## src/rtl/i2c_master_ctrl_if.sv

```systemverilog
// Command handshake, result and I2C pad signals of i2c_master_ctrl.
// The master modport is the host/board side; the slave modport is the controller itself.
interface i2c_master_ctrl_if;
    logic       cmd_valid;
    logic       cmd_ready;
    logic       cmd_rw;
    logic [6:0] cmd_addr;
    logic [7:0] cmd_reg;
    logic [7:0] cmd_wdata;
    logic [7:0] rd_data;
    logic       done;
    logic       ack_err;
    logic       busy;
    logic       scl_o;
    logic       sda_oe;
    logic       sda_i;

    modport master (
        output cmd_valid, cmd_rw, cmd_addr, cmd_reg, cmd_wdata, sda_i,
        input  cmd_ready, rd_data, done, ack_err, busy, scl_o, sda_oe
    );

    modport slave (
        input  cmd_valid, cmd_rw, cmd_addr, cmd_reg, cmd_wdata, sda_i,
        output cmd_ready, rd_data, done, ack_err, busy, scl_o, sda_oe
    );
endinterface

```

## src/rtl/i2c_master_ctrl.sv

```systemverilog
// Single-master I2C register-access controller: one write or read command per handshake,
// each bit-time split into four quarters of CLK_DIV clocks.
module i2c_master_ctrl #(
    parameter int CLK_DIV = 16
) (
    input  logic             clk,
    input  logic             rst_n,
    i2c_master_ctrl_if.slave bus
);
    typedef enum logic [3:0] {
        IDLE, START, ADDR_W, ACK1, REG, ACK2, WDATA, ACK3,
        RSTART, ADDR_R, ACK4, RDATA, MNACK, STOP
    } state_t;

    localparam logic [9:0] QLAST = 10'(CLK_DIV - 1);

    state_t     state, state_n;
    logic [9:0] qcnt;
    logic [1:0] quarter;
    logic [2:0] bit_cnt;
    logic       rw_q;
    logic [6:0] addr_q;
    logic [7:0] reg_q;
    logic [7:0] wdata_q;
    logic [7:0] rx_shift;
    logic [7:0] rd_data_q;
    logic       ack_err_q;
    logic       done_q;
    logic [1:0] sda_sync;
    logic       accept;
    logic       bit_end;
    logic       sda_s;
    logic [7:0] tx_byte;
    logic       tx_bit;
    logic       scl_int;
    logic       sda_oe_int;

    assign accept  = (state == IDLE) && bus.cmd_valid;
    assign bit_end = (qcnt == QLAST) && (quarter == 2'd3);
    assign sda_s   = sda_sync[1];

    always_comb begin
        tx_byte = reg_q;
        case (state)
            ADDR_W:  tx_byte = {addr_q, 1'b0};
            ADDR_R:  tx_byte = {addr_q, 1'b1};
            WDATA:   tx_byte = wdata_q;
            default: tx_byte = reg_q;
        endcase
        tx_bit = tx_byte[3'd7 - bit_cnt];
    end

    // A 1 sampled in any slave ACK slot abandons the rest of the transfer and goes to STOP.
    always_comb begin
        state_n = state;
        case (state)
            IDLE:    if (accept) state_n = START;
            START:   if (bit_end) state_n = ADDR_W;
            ADDR_W:  if (bit_end && bit_cnt == 3'd7) state_n = ACK1;
            ACK1:    if (bit_end) state_n = sda_s ? STOP : REG;
            REG:     if (bit_end && bit_cnt == 3'd7) state_n = ACK2;
            ACK2:    if (bit_end) state_n = sda_s ? STOP : (rw_q ? RSTART : WDATA);
            WDATA:   if (bit_end && bit_cnt == 3'd7) state_n = ACK3;
            ACK3:    if (bit_end) state_n = STOP;
            RSTART:  if (bit_end) state_n = ADDR_R;
            ADDR_R:  if (bit_end && bit_cnt == 3'd7) state_n = ACK4;
            ACK4:    if (bit_end) state_n = sda_s ? STOP : RDATA;
            RDATA:   if (bit_end && bit_cnt == 3'd7) state_n = MNACK;
            MNACK:   if (bit_end) state_n = STOP;
            STOP:    if (bit_end) state_n = IDLE;
            default: state_n = IDLE;
        endcase
    end

    always_comb begin
        scl_int    = 1'b1;
        sda_oe_int = 1'b0;
        case (state)
            IDLE: begin
                scl_int    = 1'b1;
                sda_oe_int = 1'b0;
            end
            START, RSTART: begin
                scl_int    = (quarter == 2'd1) || (quarter == 2'd2);
                sda_oe_int = quarter[1];
            end
            STOP: begin
                scl_int    = (quarter != 2'd0);
                sda_oe_int = ~quarter[1];
            end
            ADDR_W, REG, WDATA, ADDR_R: begin
                scl_int    = quarter[1];
                sda_oe_int = ~tx_bit;
            end
            default: begin
                scl_int    = quarter[1];
                sda_oe_int = 1'b0;
            end
        endcase
    end

    always_ff @(posedge clk or negedge rst_n) begin
        if (!rst_n) begin
            state <= IDLE;
        end else begin
            state <= state_n;
        end
    end

    always_ff @(posedge clk or negedge rst_n) begin
        if (!rst_n) begin
            qcnt    <= '0;
            quarter <= '0;
        end else if (state == IDLE) begin
            qcnt    <= '0;
            quarter <= '0;
        end else if (qcnt == QLAST) begin
            qcnt    <= '0;
            quarter <= quarter + 2'd1;
        end else begin
            qcnt <= qcnt + 10'd1;
        end
    end

    always_ff @(posedge clk or negedge rst_n) begin
        if (!rst_n) begin
            sda_sync <= 2'b11;
        end else begin
            sda_sync <= {sda_sync[0], bus.sda_i};
        end
    end

    always_ff @(posedge clk or negedge rst_n) begin
        if (!rst_n) begin
            rw_q      <= 1'b0;
            addr_q    <= '0;
            reg_q     <= '0;
            wdata_q   <= '0;
            bit_cnt   <= '0;
            rx_shift  <= '0;
            rd_data_q <= '0;
            ack_err_q <= 1'b0;
            done_q    <= 1'b0;
        end else begin
            done_q <= (state == STOP) && bit_end;
            if (accept) begin
                rw_q      <= bus.cmd_rw;
                addr_q    <= bus.cmd_addr;
                reg_q     <= bus.cmd_reg;
                wdata_q   <= bus.cmd_wdata;
                ack_err_q <= 1'b0;
                bit_cnt   <= '0;
            end
            if (state == START || state == RSTART) begin
                bit_cnt <= '0;
            end else if (bit_end && (state inside {ADDR_W, REG, WDATA, ADDR_R, RDATA})) begin
                bit_cnt <= bit_cnt + 3'd1;
            end
            if (bit_end && (state inside {ACK1, ACK2, ACK3, ACK4}) && sda_s) begin
                ack_err_q <= 1'b1;
            end
            if (bit_end && state == RDATA) begin
                rx_shift <= {rx_shift[6:0], sda_s};
            end
            if (bit_end && state == MNACK && !ack_err_q) begin
                rd_data_q <= rx_shift;
            end
        end
    end

    assign bus.cmd_ready = (state == IDLE);
    assign bus.busy      = (state != IDLE);
    assign bus.rd_data   = rd_data_q;
    assign bus.done      = done_q;
    assign bus.ack_err   = ack_err_q;
    assign bus.scl_o     = scl_int;
    assign bus.sda_oe    = sda_oe_int;
endmodule

```

## src/flat_wrapper.sv

```systemverilog
// flat-port wrapper written by rule: the top's interface ports become plain ports
module i2c_master_ctrl_flat 
#(
    parameter int CLK_DIV = 16
)
  (clk, rst_n, bus_cmd_valid, bus_cmd_rw, bus_cmd_addr, bus_cmd_reg, bus_cmd_wdata, bus_sda_i, bus_cmd_ready, bus_rd_data, bus_done, bus_ack_err, bus_busy, bus_scl_o, bus_sda_oe);
  i2c_master_ctrl_if bus_i ();
  input  logic clk;
  input  logic rst_n;
  input wire logic [$bits(bus_i.cmd_valid)-1:0] bus_cmd_valid;
  input wire logic [$bits(bus_i.cmd_rw)-1:0] bus_cmd_rw;
  input wire logic [$bits(bus_i.cmd_addr)-1:0] bus_cmd_addr;
  input wire logic [$bits(bus_i.cmd_reg)-1:0] bus_cmd_reg;
  input wire logic [$bits(bus_i.cmd_wdata)-1:0] bus_cmd_wdata;
  input wire logic [$bits(bus_i.sda_i)-1:0] bus_sda_i;
  output wire logic [$bits(bus_i.cmd_ready)-1:0] bus_cmd_ready;
  output wire logic [$bits(bus_i.rd_data)-1:0] bus_rd_data;
  output wire logic [$bits(bus_i.done)-1:0] bus_done;
  output wire logic [$bits(bus_i.ack_err)-1:0] bus_ack_err;
  output wire logic [$bits(bus_i.busy)-1:0] bus_busy;
  output wire logic [$bits(bus_i.scl_o)-1:0] bus_scl_o;
  output wire logic [$bits(bus_i.sda_oe)-1:0] bus_sda_oe;
  assign bus_i.cmd_valid = bus_cmd_valid;
  assign bus_i.cmd_rw = bus_cmd_rw;
  assign bus_i.cmd_addr = bus_cmd_addr;
  assign bus_i.cmd_reg = bus_cmd_reg;
  assign bus_i.cmd_wdata = bus_cmd_wdata;
  assign bus_i.sda_i = bus_sda_i;
  assign bus_cmd_ready = bus_i.cmd_ready;
  assign bus_rd_data = bus_i.rd_data;
  assign bus_done = bus_i.done;
  assign bus_ack_err = bus_i.ack_err;
  assign bus_busy = bus_i.busy;
  assign bus_scl_o = bus_i.scl_o;
  assign bus_sda_oe = bus_i.sda_oe;
  i2c_master_ctrl #(.CLK_DIV(CLK_DIV)) u_core (.clk(clk), .rst_n(rst_n), .bus(bus_i));
endmodule
```

## config.mk

```make
export PLATFORM = sky130hd
export DESIGN_NAME = i2c_master_ctrl_flat
export DESIGN_NICKNAME = d
export VERILOG_FILES = /design/src/rtl/i2c_master_ctrl_if.sv /design/src/rtl/i2c_master_ctrl.sv /design/src/flat_wrapper.sv
export SDC_FILE = /design/constraint.sdc
export NUM_CORES = 1
export LEC_CHECK = 0
export CAP_MARGIN = 0
export CORE_MARGIN = 2
export CORE_UTILIZATION = 50
export CTS_CLUSTER_DIAMETER = 200
export CTS_CLUSTER_SIZE = 30
export DETAILED_ROUTE_END_ITERATION = 10
export PLACE_DENSITY = 0.76
export SLEW_MARGIN = 20
export SYNTH_ARGS = -nofsm -noshare
export SYNTH_HDL_FRONTEND = slang
export SYNTH_SLANG_ARGS = --single-unit
```

## constraint.sdc

```tcl
create_clock -name clk -period 2.06 [get_ports clk]
set_input_delay 0.618 -clock clk [delete_from_list [all_inputs] [get_ports clk]]
set_output_delay 0.618 -clock clk [all_outputs]
set_load 0.1 [all_outputs]
```

==> impl_metrics.json, run 1 <==
{
  "status": "finished, violations left",
  "violations": "setup timing",
  "drt_iter0_drc": 164,
  "syn_avg_cell_area_sq_um": 11.78,
  "synth_top_family_by_area": "multiplexers",
  "grtUsageTotal_pct": 20.29,
  "core_area_sq_mm": 0.006277,
  "via_per_inst": 5.678,
  "drv_slew": 0,
  "wl_met3_um": 312,
  "pre_cts_ws_ps": -398.8,
  "synth_top_cell_area_share_pct": 47.66,
  "grt_overflow_total": 0,
  "worst_pin_slew_ps": 508.8,
  "start_util_pct": 51.03,
  "synthDistinctLibCells": 53,
  "synth-simple-area-share_pct": 12.46,
  "fin_ws_ps": -767.1,
  "ys_ff_latch": 63,
  "drive_gt1_share_pct": 43.05,
  "hold_viol": 0,
  "synth_xor_area_share_pct": 2.461,
  "grt_pass1_vias": 2410,
  "diodes": 0,
  "postRouteAntennaNets": 0,
  "wl_per_cell_um": 16.83,
  "drc": 0,
  "synth_compound_area_share_pct": 10.82,
  "clock-root-buffer": "clkbuf_8",
  "synthTopCellsByArea": "dfrtp_1, mux2_2, mux2_4",
  "cp.arrival_ps": 2210,
  "slew_headroom_pct": 65.79,
  "syn_nets": 305,
  "worst-setup-path-type": "reg -> out",
  "wl_met1_um": 3179,
  "synthMuxAreaShare_pct": 19.18,
  "power_uw": 6285,
  "clock_latency_ps": 330,
  "synth_top_area_cell": "dfrtp_1",
  "fin_skew_ps": 8.954,
  "cp-start-kind": "flip-flop",
  "synth_fa_ha_area_share_pct": 1.953,
  "rows": 29,
  "hold_class": "in -> async",
  "cts.sinks": 63,
  "grt_pass1_wl_um": 11360,
  "dp_hpwl_um": 4714,
  "drtPass1Iterations": 5,
  "route.met2.wl_um": 3786,
  "syn-instance-count": 272,
  "synthArstFlopShare_pct": 100.0,
  "gp_congestion": 0.8564,
  "crit_path_end_kind": "output pin",
  "synthesis.area_sq_mm": 0.003203,
  "power_density_mw_per_mm2": 1364,
  "critical_path.max_fanout": 5,
  "grt_max_degree": 64,
  "min_period_over_period_pct": 137.2,
  "h-tree-depth": 3,
  "setup_violations": 40,
  "fin_nets": 396,
  "syn_to_final_growth_pct": 43.87,
  "cts_tree": "yes",
  "fmax_mhz": 353.7,
  "die_w_um": 84.04,
  "min_period_ps": 2827,
  "synth-warning-count": 0,
  "required_ps": 1440,
  "cts_buffers": 9,
  "clockBufferDepth": 2,
  "portBuffers": 41,
  "ys.flop_type": "dfrtp_1",
  "drt-total-wl_um": 7474,
  "p_leak_uw": 0.002061,
  "max_cap_violations": 0,
  "die_y_um": 84.04,
  "pin_count": 42,
  "rsz0062_at_grt": "true",
  "seq_area_frac_synth_pct": 49.30,
  "route.vias.total": 2521,
  "top_layer": "met4",
  "die_area_sq_mm": 0.007063,
  "synth-edff-count": 0,
  "grt_antenna_before_repair": 0,
  "ir_drop_v": 0.001304,
  "cts.clk_slew.worst_paths_ps": 70,
  "tns_ps": -5180,
  "whs_ps": 283.6
}
-- synth_stat cells, drive strengths merged, types with 2 or more instances --
| master | count |
|---|---|
| nand4bb | 2 |
| inv | 8 |
| xnor2 | 8 |
| mux2i | 10 |
| buf | 7 |
| mux2 | 43 |
| o22ai | 2 |
| o221a | 2 |
| nor3 | 3 |
| nand2 | 17 |
| nor4 | 2 |
| o31a | 4 |
| ha | 5 |
| clkbuf | 6 |
| nand3b | 2 |
| a21oi | 10 |
| dfstp | 2 |
| nand2b | 2 |
| or3 | 3 |
| o221ai | 3 |
| and3 | 5 |
| o21ai | 9 |
| o31ai | 2 |
| nor2 | 22 |
| nor2b | 2 |
| nor3b | 2 |
| a22o | 3 |
| nand3 | 6 |
| o21a | 4 |
| dfrtp | 61 |
-- flip-flops by register name (all words and copies together) (netlist names), 3 cells and up --
| signal | cells |
|---|---|
| u_core.addr_q | 7 |
| u_core.state | 4 |
| u_core.rx_shift | 8 |
| u_core.wdata_q | 8 |
| u_core.reg_q | 8 |
| u_core.bus.rd_data | 8 |
| u_core.qcnt | 10 |
| u_core.bit_cnt | 3 |
-- path summary, 6_finish.rpt --
path,slack [ps],startpoint,depth (start not counted),endpoint
worst min-delay path,280,rst_n,2,u_core.qcnt[3]
worst max register to register,-130,u_core.state[3],9,u_core.reg_q[4]
min in group clk,360,u_core.sda_sync[0],0,u_core.sda_sync[1]
worst min register to register,360,u_core.sda_sync[0],0,u_core.sda_sync[1]
worst max-delay path,-770,u_core.state[1],6,bus_sda_oe
max in group asynchronous,1450,rst_n,2,u_core.sda_sync[0]
-- per-stage QoR --
step                      area, sq um  std cells  utilization (%)
after detailed placement         4131        417            65.82
after global placement           4131        417            65.82
after floorplan                  3294        272                -
after global routing             4608        444            73.41
final                            4608        444            73.41
after CTS                        4494        440            71.60
-- cells by family after synthesis --
kind of cell	count (synthesis)
AO/OA/AOI/OAI	49
XOR/XNOR	9
adder cells (fa/ha/maj)	5
buffers and inverters	22
flip-flops	63
multiplexers	53
AND/OR/NAND/NOR	71
-- power by group --
part           internal, uW  total [uW]  switching, uW
clock network           704        1160            452
logic                  1600        3270           1670
registers              1590        1860            265
-- layout by cell type, fill, tap and decap left out, drive strengths merged, types with 6 or more instances in the layout --
cell type,instances
a21oi,10
buf,64
clkbuf,11
clkdlybuf4s50,26
dfrtp,61
inv,8
mux2,43
mux2i,10
nand2,20
nand3,6
nor2,22
o21ai,9
xnor2,8
-- layout make-up --
type                    count  area (sq um)
clock inverters             4         70.07
fillers                   416          1669
repair buffers             90         965.9
multi-input cells         190          1700
clock buffers              11         141.4
inverters                   9         51.30
flip-flops and latches     63          1583
well taps                  77         96.34
-- per-layer routing --
metal  up-vias  track usage [%]
met3        20            3.759
met4         0            11.58
li1       1178                -
met2        93            31.53
met5         -                0
met1      1230            26.61
-- critical path, cell delays in order, from the launching register on --
cell       delay, ps
dfrtp_2          440
nand4bb_1        280
o31a_1           200
o221a_2          240
a311o_1          290
a31o_4           250
buf_12           160
-- what timing repair did --
item                                    CTS  global route
hold buffers                              0             0
setup buffers                             7             2
endpoints found under the hold margin     0             0
endpoints found under the setup margin   40            47
gates resized for setup                  21            15
cloned                                    1             2
pin swaps                                 7             8
(Power assumes the default switching activity.)
==> run 2, diff against run 1 <==
Settings changed: CORE_ASPECT_RATIO set to 1.4, SKIP_LAST_GASP set to 1.
==> run 2 against run 1 <==
Compared with the run above:
- the flow still finishes with violations (setup timing)
- maximum frequency increased by 0.90%
- core utilization increased by 0.72 points
- combinational power down 3%
- first-iteration DRC count is 30% lower
- total power grew 0.53%
- sequential share of layout area about the same
- cell count decreased by 0.68%
- flip-flop and latch count is the same
- die area rose by 0.12%
- clock skew about the same
- clock power is 10% higher
- sequential power hardly changed
- largest cell class unchanged
==> impl_metrics.json, run 2 (synthesis gave the netlist of run 1 again) <==
{
  "status": "finished, violations left",
  "violations": "setup timing",
  "max_cap_violations": 0,
  "die_y_um": 98.70,
  "top_register": "u_core.qcnt",
  "dp_hpwl_um": 5045,
  "fin_ws_ps": -741.9,
  "grt_overflow_total": 0,
  "drive_gt1_share_pct": 44.17,
  "grt_antenna_before_repair": 0,
  "grt_pass1_wl_um": 11800,
  "drt-total-wl_um": 7138,
  "required_ps": 1440,
  "diodes": 0,
  "via_per_inst": 5.603,
  "final_common_cell": "dfrtp_1",
  "r2r-end": "u_core.state[2]",
  "grt_pass1_vias": 2579,
  "cts.sinks": 63,
  "cts_buffers": 9,
  "slowest_stage": "dfrtp_2",
  "path_cells": "nand2b_4, o31a_1, o221a_2, a311o_1, a31o_4, buf_12",
  "drtPass1Iterations": 5,
  "fin_nets": 397,
  "cts_tree": "yes",
  "worst_pin_slew_ps": 509.6,
  "postRouteAntennaNets": 0,
  "gp_congestion": 0.9366,
  "portBuffers": 41,
  "fmax_mhz": 356.9,
  "clock-root-buffer": "clkbuf_8",
  "r2r_cells": 7,
  "critical_path.max_fanout": 6,
  "power_density_mw_per_mm2": 1372,
  "rsz0062_at_grt": "true",
  "start_util_pct": 51.57,
  "critPathBufInv": 1,
  "cp_top_family": "compound AO/OA/AOI/OAI gates",
  "cp.arrival_ps": 2180,
  "ir_drop_v": 0.001291,
  "largest_register_ffs": 10,
  "clockBufferDepth": 2,
  "rrSetupSlack_ps": -20,
  "cp-start-kind": "flip-flop",
  "worst-setup-path-type": "reg -> out",
  "grt_max_degree": 26,
  "dpl_cell_area_sq_mm": 0.004148,
  "route.vias.total": 2471,
  "die_area_sq_mm": 0.007071,
  "rows": 34,
  "design_area_sq_mm": 0.004604,
  "wl_per_cell_um": 16.19,
  "cts.clk_slew.worst_paths_ps": 70,
  "pin_count": 42,
  "nFillCells": 416,
  "tns_ps": -2445,
  "reg2reg_from": "u_core.state[3]",
  "grtUsageTotal_pct": 21.56,
  "clock_latency_ps": 340,
  "die_w_um": 71.65,
  "hold_viol": 0,
  "setup_violations": 7,
  "core_area_sq_mm": 0.006211,
  "fin_skew_ps": 8.982,
  "final_cell_mix": "dfrtp_1, buf_4, mux2_2",
  "h-tree-depth": 3,
  "hold_buffers": 0,
  "drt_iter0_drc": 114,
  "min_period_ps": 2802,
  "slew_headroom_pct": 66.03,
  "drv_slew": 0,
  "p_leak_uw": 0.002065,
  "hold_class": "in -> async",
  "drc": 0,
  "min_period_over_period_pct": 136.0,
  "crit_path_end_kind": "output pin",
  "syn_to_final_growth_pct": 43.75,
  "slowest_delay_ps": 450
}
## run 2: routing by layer
metal / track usage (%) / part of all wire [%] / wire length [um] / up-vias
met5: 0 / 0 / 0 / -
met1: 26.03 / 39 / 2816 / 1224
li1: - / - / - / 1164
met3: 5.215 / 3.5 / 249 / 19
met2: 36.61 / 54 / 3834 / 64
met4: 8.708 / 3.3 / 238 / 0
## run 2: repair_timing
action	4_1_cts	5_1_grt
gates cloned	0	1
buffers inserted	5	5
pin swaps	6	4
setup endpoints to repair	41	39
resized for setup	19	10
endpoints found under the hold margin	0	0
## run 2: area by class of cell
class	instances	area [sq um]	share of cell area [%]
Clock buffer	10	127.6	2.772
Clock inverter	6	108.9	2.364
Inverter	9	51.30	1.114
Multi-Input combinational cell	188	1677	36.41
Sequential cell	63	1583	34.38
Tap cell	72	90.09	1.957
Timing Repair Buffer	93	967.2	21.01
## run 2: report_power, final
part           leakage, uW  switching, uW  internal [uW]
combinational      0.00114           1570           1600
sequential        0.000809            285           1590
clock             0.000120            478            801
total              0.00207           2330           3990
## run 2: worst max-delay path by stage
stage | cells after the start | slack [ps] | startpoint | endpoint
6_report | 6 | -740 | u_core.state[3] | bus_sda_oe
2_1_floorplan | 5 | -290 | u_core.state[3] | bus_sda_oe
3_3_place_gp | 6 | -370 | u_core.state[3] | bus_sda_oe
4_1_cts | 6 | -720 | u_core.state[3] | bus_sda_oe
3_5_place_dp | 6 | -410 | u_core.state[1] | bus_sda_oe
5_1_grt | 6 | -800 | u_core.state[3] | bus_sda_oe
## run 2: per-stage QoR
stage | setup WS, ps | std cells | utilization, % | hold slack (ps) | total power [uW]
floorplan | -286.1 | 272 | - | 322.4 | 3722
global placement | -372.8 | 415 | 66.78 | 347.1 | 4595
detailed placement | -409.0 | 415 | 66.78 | 353.1 | 4659
CTS | -724.9 | 436 | 72.74 | 248.0 | 6179
global route | -802.6 | 441 | 74.13 | 281.8 | 6647
finish | -741.9 | 441 | 74.13 | 235.1 | 6318
